$ cat src/rtl/alu4_pkg.sv
// alu4_pkg: opcodes and widths shared by the ALU and its BCD converter
package alu4_pkg;
  localparam int OPW  = 4;
  localparam int RW   = 8;
  localparam int BCDW = 12;
  localparam logic [2:0] OP_ADD = 3'd0;
  localparam logic [2:0] OP_SUB = 3'd1;
  localparam logic [2:0] OP_MUL = 3'd2;
  localparam logic [2:0] OP_ADC = 3'd3;
  localparam logic [2:0] OP_AND = 3'd4;
  localparam logic [2:0] OP_OR  = 3'd5;
  localparam logic [2:0] OP_XOR = 3'd6;
  localparam logic [2:0] OP_SBB = 3'd7;
endpackage

$ cat src/rtl/alu4_bcd_bin2bcd8.sv
// bin2bcd8: combinational 8-bit binary to 3-digit packed BCD via double-dabble
module bin2bcd8
  import alu4_pkg::*;
(
  input  logic [RW-1:0]   bin,
  output logic [BCDW-1:0] bcd
);
  logic [BCDW+RW-1:0] s;
  // shift in one binary bit per step, adding 3 to any digit >= 5 first
  always_comb begin
    s = {{BCDW{1'b0}}, bin};
    for (int i = 0; i < RW; i++) begin
      s[11:8]  = s[11:8]  > 4'd4 ? s[11:8]  + 4'd3 : s[11:8];
      s[15:12] = s[15:12] > 4'd4 ? s[15:12] + 4'd3 : s[15:12];
      s[19:16] = s[19:16] > 4'd4 ? s[19:16] + 4'd3 : s[19:16];
      s = s << 1;
    end
    bcd = s[BCDW+RW-1:RW];
  end
endmodule

$ cat src/rtl/alu4_bcd.sv
// alu4_bcd: registered 4-bit ALU with carry/overflow flags and BCD result
module alu4_bcd
  import alu4_pkg::*;
(
  input  logic            clk,
  input  logic            rst_n,
  input  logic [OPW-1:0]  A,
  input  logic [OPW-1:0]  B,
  input  logic            CarryIN,
  input  logic [2:0]      opCodeA,
  output logic            CarryOUT,
  output logic [BCDW-1:0] bcd,
  output logic            overflow
);
  logic            cin;
  logic [OPW:0]    sum;
  logic [OPW:0]    dif;
  logic [RW-1:0]   prod;
  logic            v_add;
  logic            v_sub;
  logic [RW-1:0]   r;
  logic            c;
  logic            v;
  logic [BCDW-1:0] bcd_next;
  assign cin   = (opCodeA == OP_ADC || opCodeA == OP_SBB) & CarryIN;
  assign sum   = {1'b0, A} + {1'b0, B} + {{OPW{1'b0}}, cin};
  assign dif   = {1'b0, A} - {1'b0, B} - {{OPW{1'b0}}, cin};
  assign prod  = {4'd0, A} * {4'd0, B};
  assign v_add = (A[3] == B[3]) && (sum[3] != A[3]);
  assign v_sub = (A[3] != B[3]) && (dif[3] != A[3]);
  // select the binary result and flags for the current opcode
  always_comb begin
    r = 8'd0;
    c = 1'b0;
    v = 1'b0;
    case (opCodeA)
      OP_ADD, OP_ADC: begin r = {3'd0, sum}; c = sum[4]; v = v_add; end
      OP_SUB, OP_SBB: begin r = {4'd0, dif[3:0]}; c = dif[4]; v = v_sub; end
      OP_MUL:         begin r = prod; v = prod > 8'd15; end
      OP_AND:         r = {4'd0, A & B};
      OP_OR:          r = {4'd0, A | B};
      default:        r = {4'd0, A ^ B};
    endcase
  end
  bin2bcd8 u_bcd (
    .bin(r),
    .bcd(bcd_next)
  );
  // register the result and flags, cleared asynchronously on reset
  always_ff @(posedge clk or negedge rst_n) begin
    if (!rst_n) begin
      CarryOUT <= 1'b0;
      bcd      <= '0;
      overflow <= 1'b0;
    end else begin
      CarryOUT <= c;
      bcd      <= bcd_next;
      overflow <= v;
    end
  end
endmodule

$ cat config.mk
export PLATFORM = sky130hd
export DESIGN_NAME = alu4_bcd
export DESIGN_NICKNAME = d
export VERILOG_FILES = /design/src/rtl/alu4_pkg.sv /design/src/rtl/alu4_bcd_bin2bcd8.sv /design/src/rtl/alu4_bcd.sv
export SDC_FILE = /design/constraint.sdc
export NUM_CORES = 1
export LEC_CHECK = 0
export CORE_MARGIN = 5
export CORE_UTILIZATION = 62
export CTS_CLUSTER_DIAMETER = 200
export DETAILED_ROUTE_END_ITERATION = 16
export HOLD_SLACK_MARGIN = 0.06
export PLACE_DENSITY = 0.93
export SYNTH_ARGS = -nofsm -noshare
export SYNTH_HDL_FRONTEND = slang
export SYNTH_SLANG_ARGS = --single-unit
export TNS_END_PERCENT = 30
$ cat constraint.sdc
create_clock -name clk -period 1.4 [get_ports clk]
set_clock_uncertainty 0.2 [all_clocks]
set_input_delay 0.35 -clock clk [delete_from_list [all_inputs] [get_ports clk]]
set_output_delay 0.35 -clock clk [all_outputs]
set_load 0.05 [all_outputs]
==> results of run 1 <==
cells by family after synthesis:
group,count (synthesis),share of synthesized area
xor gates and xnor gates,15,0.0694
DFF,12,0.132
adders and majority gates,43,0.263
other,1,0.00165
AOI/OAI and AO/OA,58,0.179
and+or+nand+nor,86,0.177
buffers and inverters,43,0.0793
muxes,17,0.0975
synthesized netlist by cell type, types with 5 or more instances:
library cell	n
nand3_1	6
a21oi_1	11
mux2i_1	9
nand2b_1	8
inv_1	33
dfrtp_1	12
o21ai_0	16
clkbuf_1	5
nor3_1	6
nand2_1	29
ha_1	35
fa_1	8
xnor2_1	10
nor2_1	24
per-stage QoR:
| step | hold slack [ns] | setup slack (ns) |
|---|---|---|
| after floorplan | -0.146 | -6.02 |
| after detailed placement | 0.510 | -6.93 |
| after global placement | 0.462 | -6.39 |
==> impl_metrics.py, run 1 <==
metrics = {
    "placed_design": {
        "placed_area_sq_mm": 0.00349,
        "dp_hpwl_microns": 8180,
        "dp.cells": 439,
        "gp_congestion": 0.901,
        "portBuffers": 25,
    },
    "synthesis": {
        "synth_edf_count": 0,
        "ys_types": 56,
        "avgSynthCellArea_sq_um": 8.26,
        "seq_area_frac_synth": 0.132,
        "synth_area_sq_mm": 0.00227,
        "yosysTopAreaCell": "ha_1",
        "ys.flop_type": "dfrtp_1",
        "synth_top_area_share": 0.193,
        "netlist_instances": 275,
        "yosysWarnings": 0,
        "ys_ff_latch": 12,
        "synthTopCellsByArea": "ha_1 (19%), dfrtp_1 (13%), fa_1 (7.1%), inv_1 (5.5%), nand2_1 (4.8%)",
        "ys_async_sr_fraction": 1.00,
    },
    "clocking": {
        "cts_hold_buf": 0,
        "htree_levels": 1,
        "clock_sinks": 12,
        "post_cts_buffers": 10,
        "cts_buffers": 3,
        "cts_resized": 85,
        "clock-root-buffer": "clkbuf_8",
        "cts.path.max_buffers": 2,
    },
    "status": {
        "status": "aborted with a tool error",
        "lastStage": "4_1_cts",
        "first-error": "[ERROR DPL-0038] Utilization greater than 100%, impossible to legalize",
    },
    "floorplan": {
        "start_util": 0.630,
        "rows": 22,
        "die_h_microns": 70.5,
        "io_pins": 28,
        "die_w_microns": 70.5,
    },
}
==> run 2: changes to the inputs <==
--- a/config.mk
+++ b/config.mk
@@ -6,11 +6,9 @@
 export NUM_CORES = 1
 export LEC_CHECK = 0
 export CORE_MARGIN = 5
-export CORE_UTILIZATION = 62
-export CTS_CLUSTER_DIAMETER = 200
+export CORE_UTILIZATION = 40
 export DETAILED_ROUTE_END_ITERATION = 16
-export HOLD_SLACK_MARGIN = 0.06
-export PLACE_DENSITY = 0.93
+export PLACE_DENSITY_LB_ADDON = 0.15
 export SYNTH_ARGS = -nofsm -noshare
 export SYNTH_HDL_FRONTEND = slang
 export SYNTH_SLANG_ARGS = --single-unit
==> run 2 against run 1 <==
  * The flow now finishes, with violations (negative setup slack)
  * Area after synthesis unchanged
  * Synthesized cell count unchanged
==> impl_metrics.py, run 2 <==
metrics = {
    "layout": {
        "final_nets": 460,
        "final_util": 0.690,
        "drive_gt1_frac": 0.470,
        "fill_cells": 431,
        "final_common_cell": "buf_4",
        "largest_registers": "bcd x10, CarryOUT x1, overflow x1",
        "area_growth_pct": 67.2,
        "antennaDiodeCount": 0,
        "top_register": "bcd",
        "largest_reg_flops": 10,
        "final-instance-count-excl-fill": 474,
        "mostFrequentLayoutCells": "buf_4 (104), inv_1 (29), nand2_1 (25)",
    },
    "synthesis": {
        "synth_area_sq_mm": 0.00227,
        "synth_top_area_share": 0.193,
        "ys_types": 56,
        "ys.flop_type": "dfrtp_1",
        "ys_async_sr_fraction": 1.00,
        "ys_ff_latch": 12,
        "yosysTopAreaCell": "ha_1",
        "synth.most_common_cell": "ha_1",
        "synth_commonest_cells": "ha_1 (35), inv_1 (33), nand2_1 (29)",
        "seq_area_frac_synth": 0.132,
        "avgSynthCellArea_sq_um": 8.26,
        "netlist_instances": 275,
        "synth_edf_count": 0,
        "synthTopCellsByArea": "ha_1 (19%), dfrtp_1 (13%), fa_1 (7.1%), inv_1 (5.5%), nand2_1 (4.8%)",
        "yosysWarnings": 0,
    },
    "placed_design": {
        "gp_congestion": 0.825,
        "dp_hpwl_microns": 5180,
        "place_ws_ns": -6.66,
        "portBuffers": 25,
        "dp.cells": 461,
    },
    "timing": {
        "timing.setup.tns_ns": -52.87,
        "setup_ws_ns": -5.71,
        "whs_ns": 0.213,
        "hold_viol": 0,
        "setup_viol": 12,
        "rsz0062_at_grt": "true",
        "clock.fmax_ghz": 0.141,
        "period_minus_slack_ns": 7.11,
        "fin_crit_sh": 5.08,
        "maxSlewViolCount": 0,
    },
    "routing": {
        "viasPerCell": 4.95,
        "wire_per_inst_microns": 13.1,
        "ant_nets": 0,
        "route.detailed.drc": 0,
        "num_vias": 2346,
        "drt_first_pass_iters": 4,
        "routed_wl_microns": 6220,
        "drt_iter0_drc": 97,
    },
    "status": {
        "violations": "negative setup slack",
        "status": "finished, violations left",
    },
    "critical_path": {
        "cpMostUsedCell": "ha_2",
        "critPathKind": "input pin to flip-flop",
        "worstPathArrival_ns": 7.07,
        "cp_slowest_cell": "fa_1",
        "crit_path_max_fanout": 5,
        "max_stage_delay_ns": 0.52,
        "required_ns": 1.36,
        "start_kind": "input pin",
        "endpoint_kind": "flip-flop",
    },
    "clocking": {
        "cts.path.max_buffers": 2,
        "cts_hold_buf": 0,
        "cts_buffers": 3,
        "clock-root-buffer": "clkbuf_8",
        "clk_pin_slew_worst_paths_ns": 0.05,
        "cts_tree": "yes",
        "clock_sinks": 12,
        "htree_levels": 1,
    },
    "global_routing": {
        "grt_start_max_net_pins": 17,
        "grt_pass1_wl_microns": 10800,
        "grt.overflow.total": 0,
        "grt_pass1_vias": 2403,
        "grt_use_total": 0.179,
        "antenna_found_initial": 0,
    },
    "job": {
        "cap_violations": 0,
    },
    "floorplan": {
        "coreArea_sq_mm": 0.00551,
        "die_area_sq_mm": 0.00728,
        "rows": 27,
        "die_w_microns": 85.3,
        "io_pins": 28,
        "start_util": 0.412,
        "die_h_microns": 85.3,
    },
    "power": {
        "p_leak_nw": 1.84,
        "p_per_area_mw_per_mm2": 843,
        "peakVddDrop_mv": 1.02,
    },
    "min_path": {
        "hold_class": "input pin to async pin",
    },
}
-- run 2: cell counts after synthesis --
Identical to the previous run, type by type.
-- run 2: logic make-up after synthesis --
logic type / after synthesis / share of synthesized area
fa+ha+maj: 43 / 0.263
xor+xnor: 15 / 0.0694
simple gates: 86 / 0.177
compound gates: 58 / 0.179
mux: 17 / 0.0975
buf+inv: 43 / 0.0793
other cells: 1 / 0.00165
flops: 12 / 0.132
-- run 2: report_power, final --
part | leakage (nW) | switching, mW | internal (mW)
Sequential | 0.155 | 0.0613 | 0.423
Combinational | 1.66 | 1.11 | 1.23
Clock | 0.0288 | 0.126 | 0.248
Total | 1.84 | 1.30 | 1.90
-- run 2: worst max-delay path: cells and delay by family --
| kind | cells | cell delay [ns] |
|---|---|---|
| XOR/XNOR | 4 | 0.54 |
| multiplexers | 1 | 0.23 |
| AND/OR/NAND/NOR | 7 | 1.62 |
| buffers and inverters | 3 | 0.31 |
| adder cells (fa/ha/maj) | 9 | 2.12 |
| AO/OA/AOI/OAI | 10 | 1.90 |
-- run 2: through the flow --
step                      total power, mW  instance area, sq um
after floorplan                      1.65                  2370
after global placement               2.59                  3510
after detailed placement             2.65                  3510
after CTS                            3.13                  3690
after global routing                 3.41                  3800
final                                3.20                  3800
-- run 2: how the worst max path moves through the flow --
stage,startpoint,end,slack (ns),cells past startpoint
CTS,A[2],bcd[2]$_DFF_PN0_,-5.59,34
global route,A[2],bcd[2]$_DFF_PN0_,-5.93,34
finish,A[1],bcd[2]$_DFF_PN0_,-5.71,34
floorplan,A[2],bcd[2]$_DFF_PN0_,-6.02,33
global placement,A[2],bcd[2]$_DFF_PN0_,-6.44,34
detailed placement,A[2],bcd[2]$_DFF_PN0_,-6.66,34
-- run 2: layout make-up --
class / count / area (sq um) / area share
Clock buffer: 4 / 55.1 / 0.0145
Inverter: 34 / 130 / 0.0343
Multi-Input combinational cell: 221 / 2050 / 0.539
Sequential cell: 12 / 300 / 0.0791
Tap cell: 72 / 90.1 / 0.0237
Timing Repair Buffer: 131 / 1180 / 0.310
-- run 2: metal layers --
layer / routed length (microns) / track usage / part of all wire / up-vias
met1: 2760 / 0.233 / 0.44 / 1104
met3: 238 / 0.0146 / 0.038 / 8
li1: - / - / - / 1197
met2: 3160 / 0.320 / 0.51 / 37
met5: 0 / 0 / 0 / -
met4: 65 / 0.0417 / 0.010 / 0
-- run 2: what timing repair did --
action / CTS / global route
setup endpoints to repair: 12 / 12
buffers inserted: 7 / 2
gates resized for setup: 56 / 22
hold endpoints to repair: 0 / 0
pin swaps: 24 / 10
gates cloned: 0 / 0
Note: power is estimated with default switching activity, not from simulation.
